`config.mk`:
```
export PLATFORM = sky130hd
export DESIGN_NAME = dh_ctrl_regs
export DESIGN_NICKNAME = d
export VERILOG_FILES = /design/src/rtl/ariane_soc_pkg.sv /design/src/rtl/dh_pkg.sv /design/src/rtl/dh_ctrl_regs.sv
export SDC_FILE = /design/constraint.sdc
export NUM_CORES = 1
export LEC_CHECK = 0
export ABC_CLOCK_PERIOD_IN_PS = 35200
export BUFFER_PORTS_ARGS = -buffer_cell sky130_fd_sc_hd__buf_2
export CAP_MARGIN = 20
export CORE_AREA = 8 8 177 179
export DETAILED_ROUTE_END_ITERATION = 6
export DIE_AREA = 0 0 185 187
export PLACE_DENSITY_LB_ADDON = 0.12
export SETUP_SLACK_MARGIN = 0.2
export SYNTH_ARGS = -nofsm -noshare
export SYNTH_HDL_FRONTEND = slang
export SYNTH_SLANG_ARGS = --single-unit
```
`constraint.sdc`:
```
create_clock -name clk_i -period 35.2 [get_ports clk_i]
set_input_delay 7.04 -clock clk_i [delete_from_list [all_inputs] [get_ports clk_i]]
set_output_delay 7.04 -clock clk_i [all_outputs]
set_load 0.02 [all_outputs]
```
`src/rtl/ariane_soc_pkg.sv`:
```
// SoC address-map constants used by the DH control block.
package ariane_soc;

    localparam logic [63:0] DHBase   = 64'h0000_0000_5000_0000;
    localparam logic [63:0] DHLength = 64'h0000_0000_0001_0000;

endpackage

```
`src/rtl/dh_pkg.sv`:
```
// Shared register offsets, bit indices and FSM encoding for the DH control block.
package dh_pkg;

    localparam logic [15:0] OFF_CTRL   = 16'h0000;
    localparam logic [15:0] OFF_STATUS = 16'h0008;
    localparam logic [15:0] OFF_BASE   = 16'h0010;
    localparam logic [15:0] OFF_EXP    = 16'h0018;
    localparam logic [15:0] OFF_MOD    = 16'h0020;
    localparam logic [15:0] OFF_RESULT = 16'h0028;

    localparam int unsigned CTRL_START_BIT   = 0;
    localparam int unsigned CTRL_IRQ_EN_BIT  = 1;
    localparam int unsigned STATUS_BUSY_BIT  = 0;
    localparam int unsigned STATUS_DONE_BIT  = 1;
    localparam int unsigned STATUS_ERR_BIT   = 2;

    typedef enum logic [1:0] {
        ST_IDLE  = 2'd0,
        ST_START = 2'd1,
        ST_BUSY  = 2'd2
    } state_e;

endpackage

```
`src/rtl/dh_ctrl_regs.sv`:
```
// Memory-mapped control/status registers and launch FSM for an external
// modular-exponentiation engine.
module dh_ctrl_regs
    import dh_pkg::*;
#(
    parameter int unsigned DataWidth = 64,
    parameter logic [63:0] BaseAddr  = ariane_soc::DHBase
) (
    input  logic                   clk_i,
    input  logic                   rst_i,
    input  logic                   req_i,
    input  logic                   we_i,
    input  logic [63:0]            addr_i,
    input  logic [DataWidth-1:0]   wdata_i,
    input  logic [DataWidth/8-1:0] be_i,
    output logic                   gnt_o,
    output logic                   rvalid_o,
    output logic [DataWidth-1:0]   rdata_o,
    output logic                   err_o,
    output logic                   eng_start_o,
    output logic [DataWidth-1:0]   eng_base_o,
    output logic [DataWidth-1:0]   eng_exp_o,
    output logic [DataWidth-1:0]   eng_mod_o,
    input  logic                   eng_done_i,
    input  logic [DataWidth-1:0]   eng_result_i,
    output logic                   irq_o
);

    localparam int unsigned NumBytes = DataWidth / 8;

    function automatic logic [DataWidth-1:0] merge_be(
        input logic [DataWidth-1:0] old_val,
        input logic [DataWidth-1:0] new_val,
        input logic [NumBytes-1:0]  be
    );
        logic [DataWidth-1:0] res;
        res = old_val;
        for (int i = 0; i < NumBytes; i++) begin
            if (be[i]) res[i*8 +: 8] = new_val[i*8 +: 8];
        end
        return res;
    endfunction

    state_e               state_q, state_d;
    logic                 irq_en_q, irq_en_d;
    logic                 done_q, done_d;
    logic                 err_flag_q, err_flag_d;
    logic [DataWidth-1:0] base_q, base_d;
    logic [DataWidth-1:0] exp_q, exp_d;
    logic [DataWidth-1:0] mod_q, mod_d;
    logic [DataWidth-1:0] result_q, result_d;
    logic                 rvalid_q, rvalid_d;
    logic                 rsp_err_q, rsp_err_d;
    logic [DataWidth-1:0] rdata_q, rdata_d;
    logic                 irq_q, irq_d;

    logic [15:0] offset;
    logic        hit_ctrl, hit_status, hit_base, hit_exp, hit_mod, hit_result, mapped;
    logic        busy, start_wr, mod_zero_start, acc_err, launch;
    logic        done_set, done_clr, err_set, err_clr;
    logic [DataWidth-1:0] rd_mux;

    assign offset = addr_i[15:0];
    assign busy   = (state_q != ST_IDLE);

    // NOTE: every always_comb output gets a default before any branch, so no latch can be inferred.
    always_comb begin
        hit_ctrl   = 1'b0;
        hit_status = 1'b0;
        hit_base   = 1'b0;
        hit_exp    = 1'b0;
        hit_mod    = 1'b0;
        hit_result = 1'b0;
        if (addr_i[63:16] == BaseAddr[63:16]) begin
            unique case (offset)
                OFF_CTRL:   hit_ctrl   = 1'b1;
                OFF_STATUS: hit_status = 1'b1;
                OFF_BASE:   hit_base   = 1'b1;
                OFF_EXP:    hit_exp    = 1'b1;
                OFF_MOD:    hit_mod    = 1'b1;
                OFF_RESULT: hit_result = 1'b1;
                default:    ;
            endcase
        end
    end

    assign mapped = hit_ctrl | hit_status | hit_base | hit_exp | hit_mod | hit_result;

    // A START request is a CTRL write with byte 0 enabled and bit 0 set.
    assign start_wr       = we_i & hit_ctrl & be_i[0] & wdata_i[CTRL_START_BIT];
    assign mod_zero_start = start_wr & ~busy & (mod_q == '0);
    assign acc_err = ~mapped
                   | (we_i & hit_result)
                   | (we_i & busy & (hit_base | hit_exp | hit_mod))
                   | (start_wr & busy)
                   | mod_zero_start;
    assign launch  = req_i & ~acc_err & start_wr;

    always_comb begin
        rd_mux = '0;
        if (hit_ctrl)   rd_mux[CTRL_IRQ_EN_BIT] = irq_en_q;
        if (hit_status) begin
            rd_mux[STATUS_BUSY_BIT] = busy;
            rd_mux[STATUS_DONE_BIT] = done_q;
            rd_mux[STATUS_ERR_BIT]  = err_flag_q;
        end
        if (hit_base)   rd_mux = base_q;
        if (hit_exp)    rd_mux = exp_q;
        if (hit_mod)    rd_mux = mod_q;
        if (hit_result) rd_mux = result_q;
    end

    always_comb begin
        state_d   = state_q;
        irq_en_d  = irq_en_q;
        base_d    = base_q;
        exp_d     = exp_q;
        mod_d     = mod_q;
        result_d  = result_q;
        rvalid_d  = req_i;
        rsp_err_d = 1'b0;
        rdata_d   = '0;
        done_set  = 1'b0;
        done_clr  = 1'b0;
        err_set   = 1'b0;
        err_clr   = 1'b0;

        if (req_i) begin
            if (acc_err) begin
                rsp_err_d = 1'b1;
                err_set   = mod_zero_start;
            end else if (we_i) begin
                if (hit_ctrl && be_i[0]) irq_en_d = wdata_i[CTRL_IRQ_EN_BIT];
                if (hit_status && be_i[0]) begin
                    done_clr = wdata_i[STATUS_DONE_BIT];
                    err_clr  = wdata_i[STATUS_ERR_BIT];
                end
                if (hit_base) base_d = merge_be(base_q, wdata_i, be_i);
                if (hit_exp)  exp_d  = merge_be(exp_q,  wdata_i, be_i);
                if (hit_mod)  mod_d  = merge_be(mod_q,  wdata_i, be_i);
            end else begin
                rdata_d = rd_mux;
            end
        end

        unique case (state_q)
            ST_IDLE:  if (launch) state_d = ST_START;
            ST_START: state_d = ST_BUSY;
            ST_BUSY: begin
                if (eng_done_i) begin
                    result_d = eng_result_i;
                    done_set = 1'b1;
                    state_d  = ST_IDLE;
                end
            end
            default:  state_d = ST_IDLE;
        endcase

        // Hardware set takes priority over a software clear in the same cycle.
        done_d     = done_set | (done_q & ~done_clr);
        err_flag_d = err_set  | (err_flag_q & ~err_clr);
        irq_d      = irq_en_q & done_q;
    end

    // NOTE: sequential state uses non-blocking assignments only, so all flops update together.
    always_ff @(posedge clk_i or posedge rst_i) begin
        if (rst_i) begin
            state_q    <= ST_IDLE;
            irq_en_q   <= 1'b0;
            done_q     <= 1'b0;
            err_flag_q <= 1'b0;
            base_q     <= '0;
            exp_q      <= '0;
            mod_q      <= '0;
            result_q   <= '0;
            rvalid_q   <= 1'b0;
            rsp_err_q  <= 1'b0;
            rdata_q    <= '0;
            irq_q      <= 1'b0;
        end else begin
            state_q    <= state_d;
            irq_en_q   <= irq_en_d;
            done_q     <= done_d;
            err_flag_q <= err_flag_d;
            base_q     <= base_d;
            exp_q      <= exp_d;
            mod_q      <= mod_d;
            result_q   <= result_d;
            rvalid_q   <= rvalid_d;
            rsp_err_q  <= rsp_err_d;
            rdata_q    <= rdata_d;
            irq_q      <= irq_d;
        end
    end

    assign gnt_o       = req_i;
    assign rvalid_o    = rvalid_q;
    assign rdata_o     = rdata_q;
    assign err_o       = rsp_err_q;
    assign eng_start_o = (state_q == ST_START);
    assign eng_base_o  = base_q;
    assign eng_exp_o   = exp_q;
    assign eng_mod_o   = mod_q;
    assign irq_o       = irq_q;

endmodule

```
==> summary.txt, run 1 <==
Floorplanning
  • Site Rows: 62
  • Starting Density: approximately half
  • IO Count: 466
  • Die Height: roughly 190 um
  • Die area: 0.0346 mm2
  • Die width: 185 um
  • Core area: approximately 0.028 mm2

Worst setup path
  • CP required: roughly 28,000 ps
  • FF-to-FF path depth: 6
  • Crit Reg-Reg Endpoint: irq_en_q
  • WP buf/inv: 2
  • Reg2reg setup slack: 32,320 ps
  • Worst path slowest cell: buf_2
  • Crit Path Category: input port to output port
  • Critical-path maximum fanout: 12
  • Critical path arrival: between 7000 and 8000 ps
  • CP max stage delay: 260 ps
  • CP cell instances: buf_2 -> buf_2
  • Worst path most repeated cell: buf_2
  • Critical R2R Launch: eng_mod_o[30]
  • Worst Setup Start Kind: input port
  • CP delay by family, top: buffers and inverters
  • Crit end category: output port

Detailed routing
  • Drt drc: 0
  • Via count: 10,700
  • Initial DRC Count: ~660
  • Routed len/inst: 25.4 um
  • Vias per cell: 5.62
  • DR pass1 iterations: 4
  • Post-Route WL: 48.1 mm
  • Antenna-violating nets left: 0

STA
  • Max Fclk: 68.5 MHz
  • Worst hold slack: roughly 480 ps
  • Worst Skew: roughly 23 ps
  • Final Hold Viols: 0
  • Slew Limit Fails: 0
  • Number of setup violations in the final report: 0
  • RSZ-0062 raised after global routing: no
  • Measured slew at the worst slew-check pin: 1170 ps
  • Post-route clock period utilization: around two fifths
  • Post-route minimum period: 14,590 ps
  • Setup_tns: 0 ps
  • Relative slew slack: approximately a fifth

CTS
  • Clock latency on the worst-skew pair: ~510 ps
  • Clock Sinks: 328
  • # H-tree levels: 2
  • Hold buffers post-CTS: 0
  • Num CTS Buffers: 36
  • Post-CTS setup buffer count: 0
  • CTS Root Cell: clkbuf_16
  • CTS tree: done
  • CTS clk-pin slew, worst paths: 60 ps
  • Quantity of gates resized following cts: 0
  • Longest Clk Path Bufs: 3

Global route
  • Largest net degree at the start of global routing: 112
  • Initial antenna violation count: 12
  • GR Overflow Total: 0
  • GRT Overall Usage: between 20 and 30%
  • Global-route wire length before repair: 71.4 mm
  • Vias in the first global route: roughly 11,000

Power and ir drop
  • Clk pwr share: between 40% and 50%
  • Comb pwr share: under 10%
  • Power density cells: between 40 and 50 mW/mm2
  • Pint: 0.605 mW
  • Maximum vdd ir drop: 0.0341 mV
  • Switching pwr: 0.171 mW
  • Reg power frac: about half
  • Lkg Pwr: 10.0 nW
  • Sw Ratio: 22.0%

Place
  • Placed cell area: ~0.017 mm2
  • Routability cong.: about 0.87
  • Post-detail-place hpwl: 34.0 mm
  • IO buf count: 465

Run status
  • Status: complete, no violations

Final layout
  • Commonest non-fill, non-tap cell in the layout: buf_2
  • Share of cells above drive strength 1: 62.1%
  • Sequential cell area: 0.00821 mm2
  • Util after Layout: 64.9%
  • NumNets Final: 1,684
  • Layout fillers: 2,275
  • Multi-input gate area: 0.00610 mm2
  • Area delta synth->final: 26.5%
  • Commonest non-fill, non-tap cells in the layout: buf_2, mux2_2, dfrtp_1
  • Final std cell area, no fill: 0.0184 mm2

Hold path
  • Worst Hold Path EP: err_flag_q
  • HP Start: err_flag_q
  • HP Class: flop to flop
  • Min-Delay Path Depth: 1

Synthesis
  • Post-Syn Instances: 1,026
  • Top_reg_cell synth: dfrtp_1
  • Syn nets: around 1,200
  • Sequential area share after synthesis: ~56%
  • Post-synthesis area per instance: 14.2 um2
  • Top cell type's share of synthesized area: 56.4%
  • Synth top area cells: dfrtp_1, mux2_2, a32oi_1
  • Synth Cell Area: 0.0146 mm2
  • Yosys top cell by area: dfrtp_1
  • Number of synthesized flops with an enable pin: 0
  • Unique masters post-synth: 43
  • Yosys warns: 0
  • Post-synthesis async set-or-reset flop share: 100%
  • #FFs+latches synth: 328

Flow run
  • Max_cap viols: 0
-- cells by family (layout without fill, tap and decap cells) --
logic type / count (synthesis) / in the layout / share of synthesized area, %
buffers and inverters: 64 / 541 / 1.80
DFF: 328 / 328 / 56.4
and+or+nand+nor: 176 / 176 / 7.61
muxes: 383 / 383 / 29.8
other: 0 / 10 / 0
AOI/OAI and AO/OA: 75 / 75 / 4.36
-- synth_stat cells, drive strengths merged (2+ instances only) --
cell	n
nand2b	2
nor2b	6
a32oi	61
a22oi	3
nand4b	2
and2	3
nor4	31
nor2	66
nand4	17
nand3	3
buf	14
nor4b	11
nor3	5
dfrtp	328
a21oi	3
o21ai	2
nor3b	3
nand3b	2
clkbuf	49
nand2	13
mux2	382
and3	7
-- power by group through the flow --
stage                     sequential (mW)  clock (mW)  combinational, mW
after CTS                           0.377       0.371             0.0337
after global placement              0.384           0             0.0331
after global routing                0.377       0.385             0.0369
after floorplan                     0.384           0             0.0141
after detailed placement            0.384           0             0.0336
final                               0.377       0.365             0.0337
-- final cells by class --
cell class              count  share of cell area (%)
diodes                     10                   0.136
clock buffers              53                    5.74
repair buffers            478                    13.3
clock inverters             9                   0.421
inverters                   1                  0.0612
multi-input cells         634                    33.1
well taps                 384                    2.61
flip-flops and latches    328                    44.6
-- per-layer routing --
| metal | GRT usage [%] | share of wire [%] | vias to the layer above |
|---|---|---|---|
| met3 | 7.81 | 8.5 | 89 |
| met4 | 8.41 | 2.8 | 10 |
| li1 | - | - | 4758 |
| met1 | 35.0 | 42 | 5426 |
| met2 | 43.0 | 47 | 384 |
| met5 | 1.04 | 0.13 | - |
-- sequential cells by signal, indices dropped and copies added (netlist names), 2 cells and up --
signal	count
rdata_o	64
state_q	2
result_q	64
eng_exp_o	64
eng_base_o	64
eng_mod_o	64
-- worst max path at each step --
stage / from / end / slack [ps] / depth (start not counted)
after floorplan: rst_i / done_q / 19080 / 1
after global routing: req_i / gnt_o / 20600 / 2
after global placement: req_i / gnt_o / 20620 / 2
after CTS: req_i / gnt_o / 20610 / 2
after detailed placement: req_i / gnt_o / 20610 / 2
final: req_i / gnt_o / 20610 / 2
-- stage by stage --
stage	setup slack (ps)	cells	total power [mW]
floorplan	19080	1026	0.399
CTS	20610	1886	0.782
finish	20610	1897	0.776
global placement	20620	1824	0.417
global route	20600	1893	0.799
detailed placement	20610	1824	0.418
(Power assumes the default switching activity.)
==> run 2, diff against run 1 <==
Settings changed: ABC_CLOCK_PERIOD_IN_PS 35200 to 12100, CORE_AREA 8 8 177 179 to default, CORE_MARGIN from default to 8, CORE_UTILIZATION from default to 46, DIE_AREA 0 0 185 187 to default.
Clock period 35.2 ns to 12.1 ns, I/O delays scaled along.
==> run 2 against run 1 <==
Global-route usage shrank 1.8 points. Via count grew 1.6%. Final area grew 0.85%. Non-clock buffer count shrank 1. Sequential power grew to 2.9 times the previous value. Count of clock-buffer cells in the layout shrank 4. Core utilization shrank 5.7 points. Flip-flop and latch count is the same. Critical endpoint is now eng_exp_o[20]. Largest power group is now the clock network. Highest routed layer unchanged.
==> summary.txt, run 2 (synthesis results as in run 1) <==
CTS
  • Quantity of gates resized following cts: 0 (unchanged)
  • CTS tree: done
  • CTS clk-pin slew, worst paths: 50 ps (about the same)
  • Num CTS Buffers: 37 (+2.8%)
  • Hold buffers post-CTS: 0 (unchanged)
  • Longest Clk Path Bufs: 3 (unchanged)
  • CTS Root Cell: clkbuf_16
  • Clock latency on the worst-skew pair: 520 ps (about the same)
  • # H-tree levels: 2 (unchanged)
  • Clock Sinks: 328 (unchanged)
  • Post-CTS setup buffer count: 0 (unchanged)

Power and ir drop
  • Maximum vdd ir drop: 0.112 mV (+230%)
  • Power density cells: 128 mW/mm2 (+200%)
  • Lkg Pwr: 10.1 nW (+0.62%)

Hold path
  • Min-Delay Path Depth: 1 (unchanged)
  • HP Class: flop to flop

Final layout
  • Finished Layout Cells: 1,911 (+0.74%)
  • Commonest non-fill, non-tap cell in the layout: buf_2
  • Commonest non-fill, non-tap cells in the layout: buf_2, mux2_2, dfrtp_1
  • Final std cell area, no fill: 0.0186 mm2 (+0.85%)
  • Share of cells above drive strength 1: 62.5% (+0.38 points)
  • Area delta synth->final: 27.6%
  • Layout fillers: 2,659 (+17%)
  • NumNets Final: 1,684 (unchanged)

Worst setup path
  • FF-to-FF path depth: 6 (unchanged)
  • CP required: 12,480 ps (-15,680 ps)
  • Crit end category: flop
  • Crit Path Category: input port to flop
  • Worst Setup Start Kind: input port
  • Critical-path maximum fanout: 36 (+24)
  • Critical path arrival: 5990 ps (-1560 ps)

Floorplanning
  • IO Count: 466 (unchanged)
  • Die width: 194 um (+4.8%)
  • Die area: 0.0376 mm2 (+8.6%)
  • Core area: 0.0314 mm2 (+11%)
  • Site Rows: 65 (+4.8%)
  • Starting Density: 46.4% (-4.9 points)
  • Die Height: 194 um (+3.7%)

Detailed routing
  • Antenna-violating nets left: 0 (unchanged)
  • Initial DRC Count: 530 (-19%)
  • Via count: 10,800 (+1.6%)
  • Post-Route WL: 48.9 mm (+1.7%)
  • DR pass1 iterations: 4 (unchanged)
  • Vias per cell: 5.67 (+0.84%)
  • Routed len/inst: 25.6 um (+0.95%)
  • Drt drc: 0 (unchanged)

Place
  • IO buf count: 465 (unchanged)
  • Placed cell area: 0.0173 mm2 (+0.16%)
  • Routability cong.: 0.831 (-4.6%)
  • Post-detail-place hpwl: 34.9 mm (+2.6%)
  • Cell Count Post-Placement: 1,841 (+0.93%)
  • Place WS: 6070 ps (-14,540 ps)

Global route
  • Vias in the first global route: 11,600 (+2.2%)
  • Largest net degree at the start of global routing: 176 (+57%)
  • GR Overflow Total: 0 (unchanged)
  • Initial antenna violation count: 15 (+3)
  • Global-route wire length before repair: 73.8 mm (+3.3%)
  • GRT Overall Usage: 25.2% (-1.8 points)

STA
  • Post-route minimum period: around 5600 ps
  • Worst Setup Slack, final: 6490 ps (-14,120 ps)
  • Worst Skew: 19.8 ps (-2.94 ps)
  • Post-route clock period utilization: between 40% and 50%
  • Number of setup violations in the final report: 0 (unchanged)
  • Measured slew at the worst slew-check pin: 1140 ps (-35.1 ps)
  • Setup_tns: 0 ps (unchanged)
  • Max Fclk: about 180 MHz
  • Relative slew slack: 23.8% (+2.5 points)
  • Final Hold Viols: 0 (unchanged)
  • RSZ-0062 raised after global routing: no
  • Slew Limit Fails: 0 (unchanged)

Flow run
  • Max_cap viols: 0 (unchanged)

Run status
  • Status: complete, no violations
run 2: cell count changes in the layout (fill, tap and decap cells not counted):
| cell | previous run | this run |
|---|---|---|
| buf_12 | 0 | 1 |
| diode_2 | 10 | 4 |
| inv_6 | 2 | 1 |
| clkinvlp_4 | 0 | 3 |
| clkinv_2 | 6 | 7 |
| buf_16 | 1 | 0 |
| bufinv_16 | 1 | 5 |
| clkbuf_16 | 37 | 39 |
| clkbuf_1 | 9 | 4 |
| clkbuf_8 | 7 | 6 |
| buf_4 | 12 | 10 |
| buf_8 | 0 | 1 |
run 2: report_power, final:
| part | total, mW | internal, mW | switching (mW) |
|---|---|---|---|
| logic | 0.0991 | 0.0359 | 0.0632 |
| clock network | 1.18 | 0.731 | 0.447 |
| registers | 1.10 | 1.10 | 0.0000855 |
run 2: worst max-delay path, stage by stage:
cell and delay [ps]:
buf_2 100, nor4_1 430, nand4_1 270, nor4_4 410, and3b_4 650, buf_4 570
nand4_1 600, mux2_2 480
run 2: layout make-up:
| cell class | instances | area [um2] | share of cell area [%] |
|---|---|---|---|
| clock buffers | 49 | 1070 | 5.78 |
| repair buffers | 477 | 2440 | 13.2 |
| diodes | 4 | 10.0 | 0.0539 |
| clock inverters | 16 | 216 | 1.17 |
| well taps | 402 | 503 | 2.71 |
| multi-input cells | 634 | 6100 | 32.9 |
| inverters | 1 | 11.3 | 0.0606 |
| flip-flops and latches | 328 | 8210 | 44.2 |
run 2: final timing paths:
path,startpoint,end,slack [ps]
setup / recovery,addr_i[13],eng_exp_o[20],6490
hold / removal,result_q[31],result_q[31],500
setup reg to reg,eng_mod_o[30],irq_en_q,9260
hold reg to reg,result_q[31],result_q[31],500
max in group asynchronous,rst_i,eng_base_o[35],8700
min in group asynchronous,rst_i,eng_exp_o[5],1980
run 2: metrics by stage:
stage               util (%)  total power, mW  hold slack, ps
global placement        55.0             1.22             480
detailed placement      55.0             1.22             483
floorplan                  -             1.16             457
CTS                     59.1             2.40             500
global route            59.1             2.45             515
finish                  59.2             2.37             500
run 2: layer usage:
layer  vias to the layer above  wire length, um  track usage (%)
li1                       4758                -                -
met1                      5585            20500             32.2
met2                       393            23500             41.2
met3                        80             3800             7.48
met4                        20              927             7.19
met5                         -              127                0
==> run 3, diff against run 2 <==
Settings changed: ABC_CLOCK_PERIOD_IN_PS 12100 to 5110.
Clock period 12.1 ns to 5.11 ns, I/O delays scaled along.
==> run 3 against run 2 <==
First-iteration DRC count shrank 6.8%. Final cell count grew 0.42%. Clock skew shrank 12 ps. Core utilization is essentially flat. Non-clock buffer count grew 7. Setup slack lost 5000 ps. Die area is the same. Wire length grew 1.4%. Flip-flop and latch count is the same. Register-to-register slack lost 7200 ps. Critical endpoint is now eng_exp_o[31]. Largest cell class unchanged. Largest power group unchanged. Highest routed layer unchanged.
==> summary.txt, run 3 (synthesis results as in run 1) <==
Power and ir drop
  • Comb pwr share: 4.3% (about the same)
  • Power density cells: 296 mW/mm2 (+130%)
  • Clk pwr share: 48.4% (-1.2 points)
  • Sw Ratio: 21.5% (-0.023 points)
  • Switching pwr: 1.18 mW (+130%)
  • Reg power frac: 47.4% (+1.2 points)
  • Pint: 4.31 mW (+130%)
  • Maximum vdd ir drop: 0.229 mV (+100%)
  • Lkg Pwr: 10.1 nW (about the same)

Floorplanning
  • Die width: 194 um (unchanged)
  • Core area: 0.0314 mm2 (unchanged)
  • Die area: 0.0376 mm2 (unchanged)
  • Site Rows: 65 (unchanged)
  • Starting Density: 46.4% (unchanged)
  • IO Count: 466 (unchanged)
  • Die Height: 194 um (unchanged)

Place
  • Routability cong.: 0.828 (-0.38%)
  • Post-detail-place hpwl: 35.5 mm (+1.9%)
  • IO buf count: 465 (unchanged)
  • Cell Count Post-Placement: 1,849 (+0.43%)
  • Placed cell area: 0.0173 mm2 (+0.42%)

Detailed routing
  • Antenna-violating nets left: 0 (unchanged)
  • Drt drc: 0 (unchanged)
  • Vias per cell: 5.68 (about the same)
  • Initial DRC Count: 494 (-6.8%)
  • Via count: 10,900 (+0.52%)
  • Routed len/inst: 25.8 um (+0.94%)
  • DR pass1 iterations: 5 (+1)
  • Post-Route WL: 49.6 mm (+1.4%)

CTS
  • CTS clk-pin slew, worst paths: 60 ps (about the same)
  • Clock latency on the worst-skew pair: 510 ps (about the same)
  • Longest Clk Path Bufs: 3 (unchanged)
  • Hold buffers post-CTS: 0 (unchanged)
  • CTS Root Cell: clkbuf_16
  • Quantity of gates resized following cts: 0 (unchanged)
  • CTS tree: done
  • Clock Sinks: 328 (unchanged)
  • Post-CTS setup buffer count: 0 (unchanged)
  • # H-tree levels: 2 (unchanged)
  • Num CTS Buffers: 38 (+2.7%)

Final layout
  • Commonest non-fill, non-tap cells in the layout: buf_2, mux2_2, dfrtp_1
  • Final std cell area, no fill: 0.0186 mm2 (about the same)
  • Finished Layout Cells: 1,919 (+0.42%)
  • Multi-input gate area: 0.00610 mm2 (unchanged)
  • Sequential cell area: 0.00821 mm2 (unchanged)
  • NumNets Final: 1,692 (+0.48%)
  • Share of cells above drive strength 1: 62.3% (-0.27 points)
  • Commonest non-fill, non-tap cell in the layout: buf_2
  • Util after Layout: 59.1% (about the same)
  • Layout fillers: 2,580 (-3.0%)
  • Area delta synth->final: 27.5% (about the same)

Global route
  • GRT Overall Usage: 25.7% (+0.52 points)
  • Global-route wire length before repair: 75.5 mm (+2.4%)
  • Largest net degree at the start of global routing: 179 (+1.7%)
  • Vias in the first global route: 11,700 (+1.3%)
  • GR Overflow Total: 0 (unchanged)
  • Initial antenna violation count: 11 (-4)

Flow run
  • Max_cap viols: 0 (unchanged)

STA
  • Worst Skew: 7.78 ps (-12.1 ps)
  • Post-route minimum period: around 3600 ps
  • Measured slew at the worst slew-check pin: 1180 ps (+41.3 ps)
  • Number of setup violations in the final report: 0 (unchanged)
  • Post-route clock period utilization: a little under three quarters
  • Setup_tns: 0 ps (unchanged)
  • Final Hold Viols: 0 (unchanged)
  • RSZ-0062 raised after global routing: no
  • Slew Limit Fails: 0 (unchanged)
  • Relative slew slack: 20.6% (-3.2 points)
  • Max Fclk: around 270 MHz

Run status
  • Status: complete, no violations

Worst setup path
  • Worst Setup Start Kind: input port
  • Crit Path Category: input port to flop
  • Crit end category: flop
  • Critical path arrival: 4040 ps (-1950 ps)
  • Critical-path maximum fanout: 34 (-5.6%)
  • CP required: 5510 ps (-6970 ps)

Hold path
  • HP Class: flop to flop
[run 3: worst paths after layout]
kind / slack, ps / start / endpoint / cells after the start
min: 490 / err_flag_q / err_flag_q / 1
max reg2reg: 2080 / eng_mod_o[30] / irq_en_q / 6
min reg2reg: 490 / err_flag_q / err_flag_q / 1
max: 1460 / addr_i[54] / eng_exp_o[31] / 7
min in group asynchronous: 540 / rst_i / eng_exp_o[4] / 2
max in group asynchronous: 3200 / rst_i / rdata_o[42] / 3
[run 3: worst max-delay path: stages]
cell and delay, ps:
buf_2 120, nor4_1 510, nand4_1 240, nor4_4 450, and3b_4 660, nand4_1 560, mux2_2 470
[run 3: routing by layer]
layer | global-route usage, % | vias up | share of wire, %
met3 | 7.90 | 96 | 7.8
met4 | 8.29 | 12 | 2.8
met5 | 0 | - | 0.14
met2 | 41.3 | 410 | 47
li1 | - | 4776 | -
met1 | 32.9 | 5598 | 42
[run 3: power groups by stage]
stage / combinational (mW) / clock [mW] / sequential, mW
global route: 0.257 / 2.81 / 2.60
detailed placement: 0.236 / 0 / 2.65
floorplan: 0.0972 / 0 / 2.65
global placement: 0.234 / 0 / 2.65
CTS: 0.236 / 2.71 / 2.60
finish: 0.234 / 2.66 / 2.60
[run 3: metrics by stage]
stage | power (mW) | hold slack, ps | setup slack [ps]
6_report | 5.49 | 494 | 1460
5_1_grt | 5.66 | 509 | 1320
4_1_cts | 5.54 | 502 | 1580
3_5_place_dp | 2.88 | 486 | 1040
3_3_place_gp | 2.88 | 481 | 1110
2_1_floorplan | 2.75 | 457 | -291
[run 3: area by class of cell]
cell class / count / area share [%]
Timing Repair Buffer: 484 / 13.5
Clock inverter: 7 / 0.458
Sequential cell: 328 / 44.2
Clock buffer: 56 / 6.10
Inverter: 1 / 0.0404
Antenna cell: 7 / 0.0944
Multi-Input combinational cell: 634 / 32.9
Tap cell: 402 / 2.71
